### src/rtl/usb_proto_engine.sv
// Host-side USB transaction engine: token, data, handshake, bounded retry.
// Optional macro USB_PROTO_STALL_EN: STALL ends the transaction at once.
module usb_proto_engine #(
  parameter int DATA_W  = 64,
  parameter int MAX_ERR = 8,
  parameter int TIMEOUT = 255,
  parameter int NUM_EP  = 16
) (
  input  logic              clk,
  input  logic              rst,
  input  logic              req_valid,
  output logic              req_ready,
  input  logic              req_dir,
  input  logic [6:0]        req_addr,
  input  logic [3:0]        req_endp,
  input  logic [DATA_W-1:0] req_data,
  input  logic              toggle_clr,
  output logic              tx_valid,
  input  logic              tx_ready,
  output logic [3:0]        tx_pid,
  output logic [6:0]        tx_addr,
  output logic [3:0]        tx_endp,
  output logic [DATA_W-1:0] tx_data,
  input  logic              rx_valid,
  input  logic              rx_ok,
  input  logic [3:0]        rx_pid,
  input  logic [DATA_W-1:0] rx_data,
  output logic              done,
  output logic              success,
  output logic [DATA_W-1:0] rsp_data,
  output logic [3:0]        err_cnt
);

  localparam logic [3:0] PID_OUT   = 4'b0001;
  localparam logic [3:0] PID_IN    = 4'b1001;
  localparam logic [3:0] PID_DATA0 = 4'b0011;
  localparam logic [3:0] PID_DATA1 = 4'b1011;
  localparam logic [3:0] PID_ACK   = 4'b0010;
  localparam logic [3:0] PID_NAK   = 4'b1010;

  localparam logic [2:0] IDLE      = 3'd0;
  localparam logic [2:0] TOKEN     = 3'd1;
  localparam logic [2:0] DATA_TX   = 3'd2;
  localparam logic [2:0] HS_WAIT   = 3'd3;
  localparam logic [2:0] DATA_WAIT = 3'd4;
  localparam logic [2:0] HS_TX     = 3'd5;
  localparam logic [2:0] DONE      = 3'd6;

  logic [2:0]  state;
  logic [2:0]  hs_next;
  logic        dir;
  logic [15:0] timer;
  logic [15:0] tog;

  logic        ep_ok;
  logic        cur_tog;
  logic [3:0]  exp_pid;
  logic [3:0]  alt_pid;
  logic        tmo;
  logic        rx_good;
  logic        rx_stall;
  logic        hs_ack;
  logic        dat_ok;
  logic        dat_mis;
  logic        tog_flip;
  logic [3:0]  err_nxt;
  logic        err_last;

  // endpoints beyond the tracked range are pinned to DATA0
  assign ep_ok    = {1'b0, tx_endp} < 5'(NUM_EP);
  assign cur_tog  = ep_ok & tog[tx_endp];
  assign exp_pid  = cur_tog ? PID_DATA1 : PID_DATA0;
  assign alt_pid  = cur_tog ? PID_DATA0 : PID_DATA1;
  assign tmo      = timer == 16'(TIMEOUT - 1);
  assign rx_good  = rx_valid & rx_ok;
  assign hs_ack   = rx_good & (rx_pid == PID_ACK);
  assign dat_ok   = rx_good & (rx_pid == exp_pid);
  assign dat_mis  = rx_good & (rx_pid == alt_pid);
  assign err_nxt  = err_cnt + 4'd1;
  assign err_last = err_nxt == 4'(MAX_ERR);
  assign req_ready = state == IDLE;

`ifdef USB_PROTO_STALL_EN
  localparam logic [3:0] PID_STALL = 4'b1110;
  assign rx_stall = rx_good & (rx_pid == PID_STALL);
`else
  assign rx_stall = 1'b0;
`endif

  assign tog_flip = ((state == HS_WAIT) & hs_ack)
                  | ((state == DATA_WAIT) & dat_ok);

  always_ff @(posedge clk or posedge rst) begin
    if (rst) begin
      tog <= '0;
    end else if (toggle_clr) begin
      tog <= '0;
    end else if (tog_flip && ep_ok) begin
      tog[tx_endp] <= ~tog[tx_endp];
    end
  end

  always_ff @(posedge clk or posedge rst) begin
    if (rst) begin
      state    <= IDLE;
      hs_next  <= DONE;
      dir      <= 1'b0;
      timer    <= '0;
      tx_valid <= 1'b0;
      tx_pid   <= '0;
      tx_addr  <= '0;
      tx_endp  <= '0;
      tx_data  <= '0;
      done     <= 1'b0;
      success  <= 1'b0;
      rsp_data <= '0;
      err_cnt  <= '0;
    end else begin
      done <= 1'b0;
      unique case (state)
        IDLE: if (req_valid) begin
          dir      <= req_dir;
          tx_addr  <= req_addr;
          tx_endp  <= req_endp;
          tx_data  <= req_data;
          err_cnt  <= '0;
          success  <= 1'b0;
          tx_valid <= 1'b1;
          tx_pid   <= req_dir ? PID_IN : PID_OUT;
          state    <= TOKEN;
        end
        TOKEN: if (tx_ready) begin
          if (dir) begin
            tx_valid <= 1'b0;
            timer    <= '0;
            state    <= DATA_WAIT;
          end else begin
            tx_pid <= exp_pid;
            state  <= DATA_TX;
          end
        end
        DATA_TX: if (tx_ready) begin
          tx_valid <= 1'b0;
          timer    <= '0;
          state    <= HS_WAIT;
        end
        HS_WAIT: begin
          timer <= timer + 16'd1;
          if (hs_ack) begin
            success <= 1'b1;
            done    <= 1'b1;
            state   <= DONE;
          end else if (rx_stall) begin
            done  <= 1'b1;
            state <= DONE;
          end else if (rx_valid || tmo) begin
            err_cnt <= err_nxt;
            if (err_last) begin
              done  <= 1'b1;
              state <= DONE;
            end else begin
              tx_valid <= 1'b1;
              tx_pid   <= exp_pid;
              state    <= DATA_TX;
            end
          end
        end
        DATA_WAIT: begin
          timer <= timer + 16'd1;
          if (dat_ok) begin
            rsp_data <= rx_data;
            success  <= 1'b1;
            tx_valid <= 1'b1;
            tx_pid   <= PID_ACK;
            hs_next  <= DONE;
            state    <= HS_TX;
          end else if (rx_stall) begin
            done  <= 1'b1;
            state <= DONE;
          end else if (rx_valid || tmo) begin
            err_cnt <= err_nxt;
            if (err_last) begin
              done  <= 1'b1;
              state <= DONE;
            end else if (dat_mis) begin
              tx_valid <= 1'b1;
              tx_pid   <= PID_ACK;
              hs_next  <= TOKEN;
              state    <= HS_TX;
            end else if (rx_good) begin
              tx_valid <= 1'b1;
              tx_pid   <= PID_IN;
              state    <= TOKEN;
            end else begin
              tx_valid <= 1'b1;
              tx_pid   <= PID_NAK;
              hs_next  <= DATA_WAIT;
              state    <= HS_TX;
            end
          end
        end
        HS_TX: if (tx_ready) begin
          tx_valid <= 1'b0;
          timer    <= '0;
          state    <= hs_next;
          if (hs_next == DONE) done <= 1'b1;
          if (hs_next == TOKEN) begin
            tx_valid <= 1'b1;
            tx_pid   <= PID_IN;
          end
        end
        DONE: state <= IDLE;
        default: state <= IDLE;
      endcase
    end
  end

endmodule
### config.mk
export PLATFORM = sky130hd
export DESIGN_NAME = usb_proto_engine
export DESIGN_NICKNAME = d
export VERILOG_FILES = /design/src/rtl/usb_proto_engine.sv
export SDC_FILE = /design/constraint.sdc
export NUM_CORES = 1
export LEC_CHECK = 0
export CAP_MARGIN = 30
export CORE_UTILIZATION = 35
export CTS_CLUSTER_DIAMETER = 100
export DETAILED_ROUTE_END_ITERATION = 10
export PLACE_DENSITY = 0.73
export SYNTH_ARGS = -nofsm -noshare
export SYNTH_HDL_FRONTEND = slang
export SYNTH_SLANG_ARGS = --single-unit
### constraint.sdc
create_clock -name clk -period 8 [get_ports clk]
set_clock_uncertainty 0.2 [all_clocks]
set_input_delay 2 -clock clk [delete_from_list [all_inputs] [get_ports clk]]
set_output_delay 2 -clock clk [all_outputs]
set_load 0.03 [all_outputs]
==> flow_metrics.py <==
metrics = {
    "power_and_ir_drop": {
        "irDropWorstVdd_uv": 174,
        "p_int_uw": 2550,
        "p_clk_share_pct": 22.7,
        "power.switching_fraction_pct": 38.4,
        "sequentialPowerShare_pct": 34.3,
        "comb_power_share_pct": 43.0,
        "cellPowerDensity_mw_per_mm2": 336,
        "p_leak_uw": 0.00515,
        "p_sw_uw": 1590,
    },
    "synth": {
        "synth_area_sq_mm": 0.00836,
        "synth_area_leaders": "dfrtp_1 56%, mux2_2 19%, o211ai_1 1.6%",
        "ys_warn_count": 0,
        "ys.flop_type": "dfrtp_1",
        "yosysTopAreaCell": "dfrtp_1",
        "ys_types": 61,
        "syn_avg_cell_area_sq_um": 13.0,
        "synthArstFlopShare_pct": 100,
        "syn_nets": 800,
        "synth-edff-count": 0,
        "synth-seq-cells": 188,
        "yosysSeqAreaShare_pct": 56.3,
        "synth_top_area_share_pct": 55.7,
        "synthesis.instances": 645,
    },
    "sta": {
        "period_share_pct": 58.7,
        "finalHoldViolations": 0,
        "relSlewSlack_pct": 31.4,
        "tightestPinTransition_ps": 1020,
        "fmax_mhz": 213,
        "slew_viol_final": 0,
        "layout_min_cycle_time_ps": 4700,
        "rsz0062_at_grt": "no",
        "fin_tns_setup_ps": 0,
        "setup_violations": 0,
    },
    "critical_path": {
        "cp_max_fo": 80,
        "worstSetupPathType": "in2reg",
        "required_ps": 8120,
        "cp.arrival_ps": 4820,
        "reg2reg_depth": 5,
        "crit_path_start_kind": "primary input",
        "cp-end-kind": "register",
    },
    "route": {
        "avgViaCountPerCell": 4.95,
        "vias": 6254,
        "dr.pass1.iters": 4,
        "drc_errors": 0,
        "drtIter0Drc": 324,
        "wire_per_inst_um": 17.1,
        "wl_um": 21600,
        "ant_nets": 0,
    },
    "worst_hold_path": {
        "hold_depth": 1,
        "hp-class": "reg2reg",
    },
    "final_layout": {
        "syn2layout_area_growth_pct": 47.1,
        "utilization_pct": 52.4,
        "nNetsFinal": 1086,
        "antenna-diode-count": 0,
        "final_common_cell": "clkdlybuf4s50_1",
        "layout-drive-gt1-share_pct": 21.9,
        "layout_common_cells": "300 x clkdlybuf4s50_1, 186 x dfrtp_1, 141 x mux2_2",
    },
    "clock_network": {
        "cts_buffers": 17,
        "cts_hold_buffers": 0,
        "cts.sinks": 188,
        "cts.repair.resized": 0,
        "htreeDepth": 4,
        "clk_pin_slew_ps": 80,
        "cts_tree": "done",
        "cts_buffer_depth": 2,
        "cts_setup_buffers": 0,
        "cts-root-buf": "clkbuf_16",
        "clock_latency_ps": 440,
    },
    "global_routing": {
        "overflow": 0,
        "grt_pass1_vias": 6248,
        "track_usage_pct": 17.8,
        "grt_antenna_before_repair": 0,
        "grt_pass1_wl_um": 33900,
        "grt_max_degree": 132,
    },
    "flow_run": {
        "maxCapViolCount": 0,
    },
    "place": {
        "dp_hpwl_um": 15000,
        "io_buffers": 300,
        "place.gp.congestion": 0.838,
    },
    "floorplanning": {
        "dieArea_sq_mm": 0.0245,
        "die_w_um": 157,
        "io_pins": 302,
        "rows": 56,
        "initial_core_util_pct": 35.6,
        "placeableCoreArea_sq_mm": 0.0235,
        "die_h_um": 157,
    },
    "status": {
        "status": "finished clean",
    },
}
[through the flow]
step | instance area, sq um | hold slack, ps | instances | power, uW | worst slack, ps
CTS | 12300 | 312 | 1262 | 4170 | 3290
finish | 12300 | 306 | 1263 | 4130 | 3300
floorplan | 8360 | 294 | 645 | 2490 | 690
global placement | 11600 | 287 | 1230 | 3190 | 2940
detailed placement | 11600 | 294 | 1230 | 3220 | 2850
global route | 12300 | 320 | 1263 | 4340 | 3070
[cell families after synthesis]
kind of cell / after synthesis / synth area share (%)
and+or+nand+nor: 129 / 8.85
muxes: 150 / 20.9
xor gates and xnor gates: 11 / 1.15
AOI/OAI and AO/OA: 98 / 8.65
DFF: 188 / 56.3
buffers and inverters: 64 / 3.50
other: 1 / 0.0449
adders and majority gates: 4 / 0.599
[final timing paths]
check | startpoint | end | slack (ps)
max | rx_valid | rsp_data[50] | 3300
min | tx_data[43] | tx_data[43] | 310
max reg2reg | state[2] | rsp_data[50] | 4540
min reg2reg | tx_data[43] | tx_data[43] | 310
max in group asynchronous | rst | tog[13] | 4290
min in group asynchronous | rst | tx_data[13] | 1970
[final cells by class]
type | count | area [sq um]
Fill cell | 2065 | 11200
Tap cell | 319 | 399
Multi-Input combinational cell | 393 | 3370
Clock inverter | 15 | 221
Inverter | 26 | 105
Timing Repair Buffer | 305 | 3070
Sequential cell | 188 | 4710
Clock buffer | 17 | 425
[state kept, by name, summed over array words and instances (netlist names), 3 cells and up]
name	flops
tx_endp	4
timer	16
tx_addr	7
tx_data	64
state	3
tog	16
rsp_data	64
tx_pid	3
err_cnt	4
hs_next	3
[routing by layer]
| metal | wire length, um | part of all wire [%] | vias up | global-route usage (%) |
|---|---|---|---|---|
| met5 | 0 | 0 | - | 0 |
| met4 | 393 | 1.8 | 0 | 5.65 |
| met3 | 1600 | 7.4 | 29 | 5.51 |
| met2 | 10700 | 50 | 247 | 29.0 |
| met1 | 8910 | 41 | 3066 | 22.5 |
| li1 | - | - | 2912 | - |
[cells in the mapped netlist, types with 4 or more instances]
cell and instances:
nor2b_1 5, nor2_1 29, nor4_1 4, inv_1 26, o211ai_1 18, nand2_1 22
and3_1 5, a21oi_1 20, o21ai_0 11, xor2_1 10, nand3_1 16, or3_1 4
and2_1 6, a221oi_1 12, a221oi_2 4, a21o_1 5, nand3b_1 5, nand2b_1 6
nor3_1 9, o22ai_1 5, clkbuf_1 18, dfrtp_1 186, mux2_2 141, buf_2 12
buf_6 4, ha_1 4, nor3b_2 4, mux4_2 4
[worst max-delay path, stage by stage]
cell and delay (ps):
clkdlybuf4s50_1 550, nand4b_1 230, nor2_1 360, nand2_1 180, nor3b_4 580, buf_12 390
mux2_2 400
[power groups by stage]
stage / clock, uW / sequential, uW / combinational (uW)
2_1_floorplan: 0 / 1850 / 634
3_3_place_gp: 0 / 1420 / 1760
3_5_place_dp: 0 / 1440 / 1780
4_1_cts: 965 / 1420 / 1790
5_1_grt: 998 / 1460 / 1880
6_report: 938 / 1420 / 1780
No activity file was read; power rests on OpenSTA's default activity.
